[config.mk]
export PLATFORM = sky130hd
export DESIGN_NAME = prince_sbox_cms_layer_flat
export DESIGN_NICKNAME = d
export VERILOG_FILES = /design/src/rtl/prince_sbox_cms_layer_if.sv /design/src/rtl/prince_sbox_cms_layer.sv /design/src/flat_wrapper.sv
export SDC_FILE = /design/constraint.sdc
export NUM_CORES = 2
export LEC_CHECK = 0
export ABC_AREA = 1
export CORE_MARGIN = 2
export CORE_UTILIZATION = 35
export DETAILED_ROUTE_END_ITERATION = 16
export GPL_TIMING_DRIVEN = 0
export SKIP_LAST_GASP = 1
export SLEW_MARGIN = 20
export SYNTH_ARGS = -nofsm -noshare
export SYNTH_HDL_FRONTEND = slang
export SYNTH_SLANG_ARGS = --single-unit --ignore-timing --ignore-initial --compat-mode --unroll-limit 50000
[constraint.sdc]
create_clock -name clk -period 53.3 [get_ports clk]
set_input_delay 10.66 -clock clk [delete_from_list [all_inputs] [get_ports clk]]
set_output_delay 10.66 -clock clk [all_outputs]
set_load 0.02 [all_outputs]
[src/rtl/prince_sbox_cms_layer_if.sv]
// Stream interface for the masked PRINCE S-box layer: input shares plus randomness in,
// output shares out, each direction with its own valid/ready pair.
interface prince_sbox_cms_layer_if #(
  parameter int NUM_SBOX = 16
);
  logic                   in_valid;
  logic                   in_ready;
  logic [4*NUM_SBOX-1:0]  in_sh0;
  logic [4*NUM_SBOX-1:0]  in_sh1;
  logic [60*NUM_SBOX-1:0] rnd;
  logic                   out_valid;
  logic                   out_ready;
  logic [4*NUM_SBOX-1:0]  out_sh0;
  logic [4*NUM_SBOX-1:0]  out_sh1;

  // Valid/ready: a word moves on a rising clk edge where valid && ready; until then the
  // sender holds valid high and its data stable, and ready may depend on the far side.
  modport master (
    output in_valid, in_sh0, in_sh1, rnd, out_ready,
    input  in_ready, out_valid, out_sh0, out_sh1
  );

  modport slave (
    input  in_valid, in_sh0, in_sh1, rnd, out_ready,
    output in_ready, out_valid, out_sh0, out_sh1
  );
endinterface

[src/rtl/prince_sbox_cms_layer.sv]
// First-order masked PRINCE S-box layer: non-complete share expansion into 16 partials,
// refresh, register, compress to two shares, register. Two-stage valid/ready pipeline.
module prince_sbox_cms_layer #(
  parameter int NUM_SBOX = 16,
  parameter bit INVERSE  = 1'b0
) (
  input logic                    clk,
  input logic                    rst,
  prince_sbox_cms_layer_if.slave bus
);
  localparam int W  = 4 * NUM_SBOX;
  localparam int NP = 64 * NUM_SBOX;

  // ANF coefficients of each output bit j at [16*j + m]; monomial mask m uses bit3=x .. bit0=w.
  function automatic logic [63:0] anf_table(input bit inv);
    logic [63:0] lut;
    logic [63:0] a;
    lut = inv ? 64'h1CE5046A98DF237B : 64'h4D5E087619CA23FB;
    a   = '0;
    for (int j = 0; j < 4; j++)
      for (int x = 0; x < 16; x++)
        a[16*j+x] = lut[4*x+j];
    for (int j = 0; j < 4; j++)
      for (int i = 0; i < 4; i++)
        for (int x = 0; x < 16; x++)
          if (((x >> i) & 1) == 1) a[16*j+x] = a[16*j+x] ^ a[16*j+(x ^ (1 << i))];
    return a;
  endfunction

  localparam logic [63:0] ANF = anf_table(INVERSE);

  logic          v1_q, v2_q;
  logic [NP-1:0] part_d, part_q;
  logic [W-1:0]  sh0_d, sh0_q, sh1_d, sh1_q;
  logic          s2_load, in_fire;

  always_comb begin
    logic [3:0]  a, b, pv, mv;
    logic [15:0] r_ext;
    logic        acc, term;
    part_d = '0;
    a = '0; b = '0; pv = '0; mv = '0; r_ext = '0; acc = 1'b0; term = 1'b0;
    for (int s = 0; s < NUM_SBOX; s++) begin
      a = bus.in_sh0[4*s +: 4];
      b = bus.in_sh1[4*s +: 4];
      for (int j = 0; j < 4; j++) begin
        // Partial 15 absorbs the XOR of the other 15 mask bits so the share sum is unchanged.
        r_ext = {^bus.rnd[60*s+15*j +: 15], bus.rnd[60*s+15*j +: 15]};
        for (int p = 0; p < 16; p++) begin
          pv  = 4'(p);
          acc = 1'b0;
          for (int m = 0; m < 16; m++) begin
            mv = 4'(m);
            // Partial p only owns terms whose unused variables select share 0.
            if (ANF[16*j+m] && ((pv & ~mv) == 4'h0)) begin
              term = 1'b1;
              for (int k = 0; k < 4; k++)
                if (mv[k]) term = term & (pv[k] ? b[k] : a[k]);
              acc = acc ^ term;
            end
          end
          part_d[(s*4+j)*16+p] = acc ^ r_ext[pv];
        end
      end
    end
  end

  always_comb begin
    sh0_d = '0;
    sh1_d = '0;
    for (int s = 0; s < NUM_SBOX; s++)
      for (int j = 0; j < 4; j++) begin
        sh0_d[4*s+j] = ^part_q[(s*4+j)*16 +: 8];
        sh1_d[4*s+j] = ^part_q[(s*4+j)*16+8 +: 8];
      end
  end

  assign s2_load      = !v2_q || bus.out_ready;
  assign bus.in_ready = !v1_q || s2_load;
  assign in_fire      = bus.in_valid && bus.in_ready;

  always_ff @(posedge clk or posedge rst) begin
    if (rst) begin
      v1_q   <= 1'b0;
      v2_q   <= 1'b0;
      part_q <= '0;
      sh0_q  <= '0;
      sh1_q  <= '0;
    end else begin
      if (in_fire) begin
        v1_q   <= 1'b1;
        part_q <= part_d;
      end else if (s2_load) begin
        v1_q <= 1'b0;
      end
      if (s2_load) begin
        v2_q <= v1_q;
        if (v1_q) begin
          sh0_q <= sh0_d;
          sh1_q <= sh1_d;
        end
      end
    end
  end

  assign bus.out_valid = v2_q;
  assign bus.out_sh0   = sh0_q;
  assign bus.out_sh1   = sh1_q;
endmodule

[src/flat_wrapper.sv]
// flat-port wrapper written by rule: the top's interface ports become plain ports
module prince_sbox_cms_layer_flat 
#(
  parameter int NUM_SBOX = 16,
  parameter bit INVERSE  = 1'b0
)
  (clk, rst, bus_in_valid, bus_in_sh0, bus_in_sh1, bus_rnd, bus_out_ready, bus_in_ready, bus_out_valid, bus_out_sh0, bus_out_sh1);
  prince_sbox_cms_layer_if #(.NUM_SBOX(NUM_SBOX)) bus_i ();
  input logic clk;
  input logic rst;
  input wire logic [$bits(bus_i.in_valid)-1:0] bus_in_valid;
  input wire logic [$bits(bus_i.in_sh0)-1:0] bus_in_sh0;
  input wire logic [$bits(bus_i.in_sh1)-1:0] bus_in_sh1;
  input wire logic [$bits(bus_i.rnd)-1:0] bus_rnd;
  input wire logic [$bits(bus_i.out_ready)-1:0] bus_out_ready;
  output wire logic [$bits(bus_i.in_ready)-1:0] bus_in_ready;
  output wire logic [$bits(bus_i.out_valid)-1:0] bus_out_valid;
  output wire logic [$bits(bus_i.out_sh0)-1:0] bus_out_sh0;
  output wire logic [$bits(bus_i.out_sh1)-1:0] bus_out_sh1;
  assign bus_i.in_valid = bus_in_valid;
  assign bus_i.in_sh0 = bus_in_sh0;
  assign bus_i.in_sh1 = bus_in_sh1;
  assign bus_i.rnd = bus_rnd;
  assign bus_i.out_ready = bus_out_ready;
  assign bus_in_ready = bus_i.in_ready;
  assign bus_out_valid = bus_i.out_valid;
  assign bus_out_sh0 = bus_i.out_sh0;
  assign bus_out_sh1 = bus_i.out_sh1;
  prince_sbox_cms_layer #(.NUM_SBOX(NUM_SBOX), .INVERSE(INVERSE)) u_core (.clk(clk), .rst(rst), .bus(bus_i));
endmodule
# --- Word level (Yosys, flattened, before mapping) ---
# Cells that the tools add are included.
op_classes:
  n_bitwise: 2880
  reduce_logical: 199
  n_mux: 2
op_table:
  columns: ["operator", "n"]
  rows:
  - ["bitwise XOR 1 bit", 1936]
  - ["parity 8 bit", 128]
  - ["parity 15 bit", 64]
  - ["bitwise AND 1 bit", 896]
  - ["NOT 1 bit", 48]
  - ["logical NOT 1 bit", 2]
  - ["logical OR 1 bit", 2]
  - ["2-to-1 mux 1 bit", 2]
  - ["AND reduction 2 bit", 1]
  - ["nonzero test 2 bit", 1]
  - ["logical AND 1 bit", 1]
totals:
  reg_bits: 1154
  output_inout_bits: 130

# --- Logic depth before layout (Yosys ltp) ---
logic_depth:
  ltp_word: 9
  ltp_mapped: 11

# --- Worst setup path before layout ---
# OpenSTA, ideal clock, no wires.
synth_path:
  path_type: "input -> output"
  startpoint: "in bus_out_ready"
  endpoint: "out bus_in_ready"
  setup_slack_ns: 31.756
  path_buffers: 0
  t_arrival_ns: 10.884
  path_stages: 2
  cell_sequence: "inv_1 nand3_2"
synth_via:
  elab_chain_cells: 2
synth_lines:
  columns: ["element", "line", "rtl"]
  rows:
  - ["start: declaration", "flat_wrapper.sv:15", "input wire logic [$bits(bus_i.out_ready)-1:0] bus_out_ready;"]
  - ["logical OR 1 bit", "prince_sbox_cms_layer.sv:78", "assign s2_load = !v2_q || bus.out_ready;"]
  - ["logical OR 1 bit", "prince_sbox_cms_layer.sv:79", "assign bus.in_ready = !v1_q || s2_load;"]
  - ["end: declaration", "flat_wrapper.sv:16", "output wire logic [$bits(bus_i.in_ready)-1:0] bus_in_ready;"]
# No other way between the ends.

# --- Worst setup path in the final report ---
# Same ends and word-level chain as after synthesis.

==> flow_metrics.tcl <==
set metrics [dict create \
    ir_worst_vdd_v 0.0000226 \
    syn_inst 13000 \
    crit_family "buffers and inverters" \
    antenna_found_initial 201 \
    min_path_cells 2 \
    start_util_pct 35.2 \
    fillers 25200 \
    power_density_nw_per_um2 34.4 \
    endpoint_kind "primary output" \
    gr-usage-met3_pct 6.03 \
    numCtsBuffers 148 \
    fmax_mhz 44.3 \
    use_met2_pct 46.3 \
    cts_resized 0 \
    grt_util_all_layers_pct 30.0 \
    fin_crit_sh_pct 42.4 \
    grt_pass1_vias 81100 \
    cts_max_level 4 \
    vias 88200 \
    rsz0062_at_grt "no" \
    finalWirelength_um 380000 \
    firstDrtPassIters 9 \
    critical_path_class "in -> out" \
    hold_violations 0 \
    finalSetupTns_ns 0 \
    cts_hold_buf 0 \
    finalSetupViolCount 0 \
    gp_congestion 0.978 \
    fin_ws_ns 30.73 \
    whs_ns 0.493 \
    clockBufferDepth 3 \
    synth_edf_count 0 \
    die_x_um 496 \
    slowest_delay_ns 0.62 \
    place_hpwl_um 302000 \
    slew_headroom_pct 23.8 \
    critPathSlowestCell "clkdlybuf4s50_1" \
    avgSynthCellArea_um2 6.52 \
    syn-num-nets 14100 \
    ios 1222 \
    clockRootBuffer "clkbuf_16" \
    nets 15400 \
    path_cells "clkdlybuf4s50_1 > inv_1 > nand3_2 > clkdlybuf4s50_1" \
    std_cell_rows 180 \
    report.final.slew_viol_count 0 \
    critical_path_depth 4 \
    finalCriticalPeriod_ns 22.57 \
    syn2layout_area_growth_pct 24.8 \
    post-cts-setup-buffers 0 \
    groute.layer.met1.usage_pct 39.0 \
    worst_slew_pin_slew_ns 1.14 \
    top_usage_layer "met2" \
    min_path_type "reg -> reg" \
    drtIter0Drc 8860 \
    wl_per_cell_um 21.4 \
    final_cell_mix "nand2_1 (5763), inv_1 (1283), dfrtp_1 (1154), clkdlybuf4s50_1 (1132), o21ai_0 (829)" \
    die_area_um2 246000 \
    portBuffers 1132 \
    coreArea_um2 241000 \
    cts.reportedPaths.clkPinSlew_ns 0.06 \
    grt_pass1_wl_um 543000 \
    worstPathRequired_ns 42.64 \
    synth_seq_area_share_pct 34.1 \
    yosysUniqueCellTypes 31 \
    cap_violations 0 \
    cts_tree "yes" \
    clk_latency_ns 0.82 \
    synth_seq_cells 1154 \
    synth_area_um2 84600 \
    outcome "complete, no violations" \
    synth-async-reset-ratio_pct 100 \
    cp_max_fo 3 \
    dp_slack_ns 30.73 \
    yosys_warnings 0 \
    cts_sinks 1154 \
    mostFrequentLayoutCell "nand2_1" \
    drive_above_1_share_pct 4.21 \
    via_per_inst 4.98 \
    startpoint_type "primary input" \
    crit_top_cell "clkdlybuf4s50_1" \
    crit_arrival_ns 11.91 \
    worst-r2r-cell-count 7 \
    die_h_um 496 \
    synthFlopType "dfrtp_1" \
    skew_ns 0.0418 \
    path_buf_inv 3 \
    drcViolationCount 0 \
    grt_overflow 0 \
    grt_start_max_net_pins 100 \
    ant_nets 0 \
    leakage_uw 0.0548 \
]
## area by class of cell
cell class	instances	area, µm²	area share [%]
Clock buffer	212	4300	4.07
Buffer	375	2380	2.25
Timing Repair Buffer	1147	11700	11.1
Multi-Input combinational cell	10200	48500	45.9
Inverter	1294	4860	4.61
Clock inverter	45	598	0.566
Tap cell	3185	3990	3.77
Antenna cell	141	353	0.334
Sequential cell	1154	28900	27.3
## worst reg2reg max path, cell delays in order, from the launching register on
cell     delay (ns)
dfrtp_1        0.41
nand3_2        0.14
nand2_2        0.28
inv_2          0.41
buf_2          0.51
buf_2          0.96
nand3_1        0.43
nand2_1        0.15
## synthesized netlist by cell type (7+ instances only)
cell type | instances | share of area, %
a21oi_1 | 718 | 4.2
nand4_1 | 15 | 0.11
clkbuf_1 | 23 | 0.10
nand2_1 | 5763 | 26
a211oi_1 | 14 | 0.12
buf_2 | 236 | 1.4
nor2_1 | 649 | 2.9
inv_1 | 1284 | 5.7
dfrtp_1 | 1154 | 34
clkinv_1 | 9 | 0.040
o21a_1 | 11 | 0.098
nor3_1 | 161 | 0.95
or2_2 | 8 | 0.059
buf_4 | 53 | 0.47
buf_6 | 62 | 0.82
and3_1 | 8 | 0.059
a31oi_1 | 80 | 0.59
o31ai_1 | 96 | 0.85
nor3b_1 | 7 | 0.062
nand3_1 | 403 | 2.4
a22o_1 | 80 | 0.83
xnor2_1 | 759 | 7.9
xor2_1 | 553 | 5.7
o21ai_0 | 829 | 4.9
## worst paths after layout
| check | start | to | slack, ns |
|---|---|---|---|
| max reg2reg | u_core.bus.out_valid | u_core.part_q[687] | 49.92 |
| max | bus_out_ready | bus_in_ready | 30.73 |
| max in group asynchronous | rst | u_core.part_q[794] | 40.06 |
| min reg2reg | u_core.v1_q | u_core.bus.out_valid | 0.49 |
| min | u_core.v1_q | u_core.bus.out_valid | 0.49 |
| min in group asynchronous | rst | u_core.part_q[156] | 10.27 |
## registers in the layout, summed over array words and instances, names as in the netlist
signal / count
u_core.part_q: 1024
u_core.bus.out_sh0: 64
u_core.bus.out_sh1: 64
u_core.bus.out_valid: 1
u_core.v1_q: 1
## routing by layer
layer / vias up / part of all wire [%]
li1: 43200 / -
met1: 40600 / 41
met2: 3621 / 45
met3: 746 / 8.5
met4: 58 / 5.5
met5: - / 0.094
## cells by family (layout without fill, tap and decap cells)
group / Yosys count / count (layout) / share of synthesized area, %
and+or+nand+nor: 7016 / 7016 / 32.1
AOI/OAI and AO/OA: 1831 / 1831 / 11.7
buffers and inverters: 1669 / 3073 / 8.55
xor gates and xnor gates: 1312 / 1312 / 13.6
DFF: 1154 / 1154 / 34.1
other: 0 / 141 / 0
## where the power goes
| group | leakage (µW) | total [µW] | switching, µW | internal [µW] |
|---|---|---|---|---|
| sequential | 0.0138 | 1200 | 145 | 1050 |
| combinational | 0.0386 | 1390 | 816 | 577 |
| clock | 0.00241 | 1040 | 430 | 609 |
| total | 0.0548 | 3630 | 1390 | 2240 |
## through the flow
stage | util, % | total power [µW] | instance area, µm² | cells
floorplan | - | 2070 | 84600 | 13000
global placement | 41.6 | 2570 | 99900 | 17300
detailed placement | 41.7 | 2590 | 100000 | 17300
CTS | 43.8 | 3640 | 105000 | 17600
global route | 43.9 | 3840 | 106000 | 17700
finish | 43.9 | 3630 | 106000 | 17700
Power figures use the tool's default switching activity.
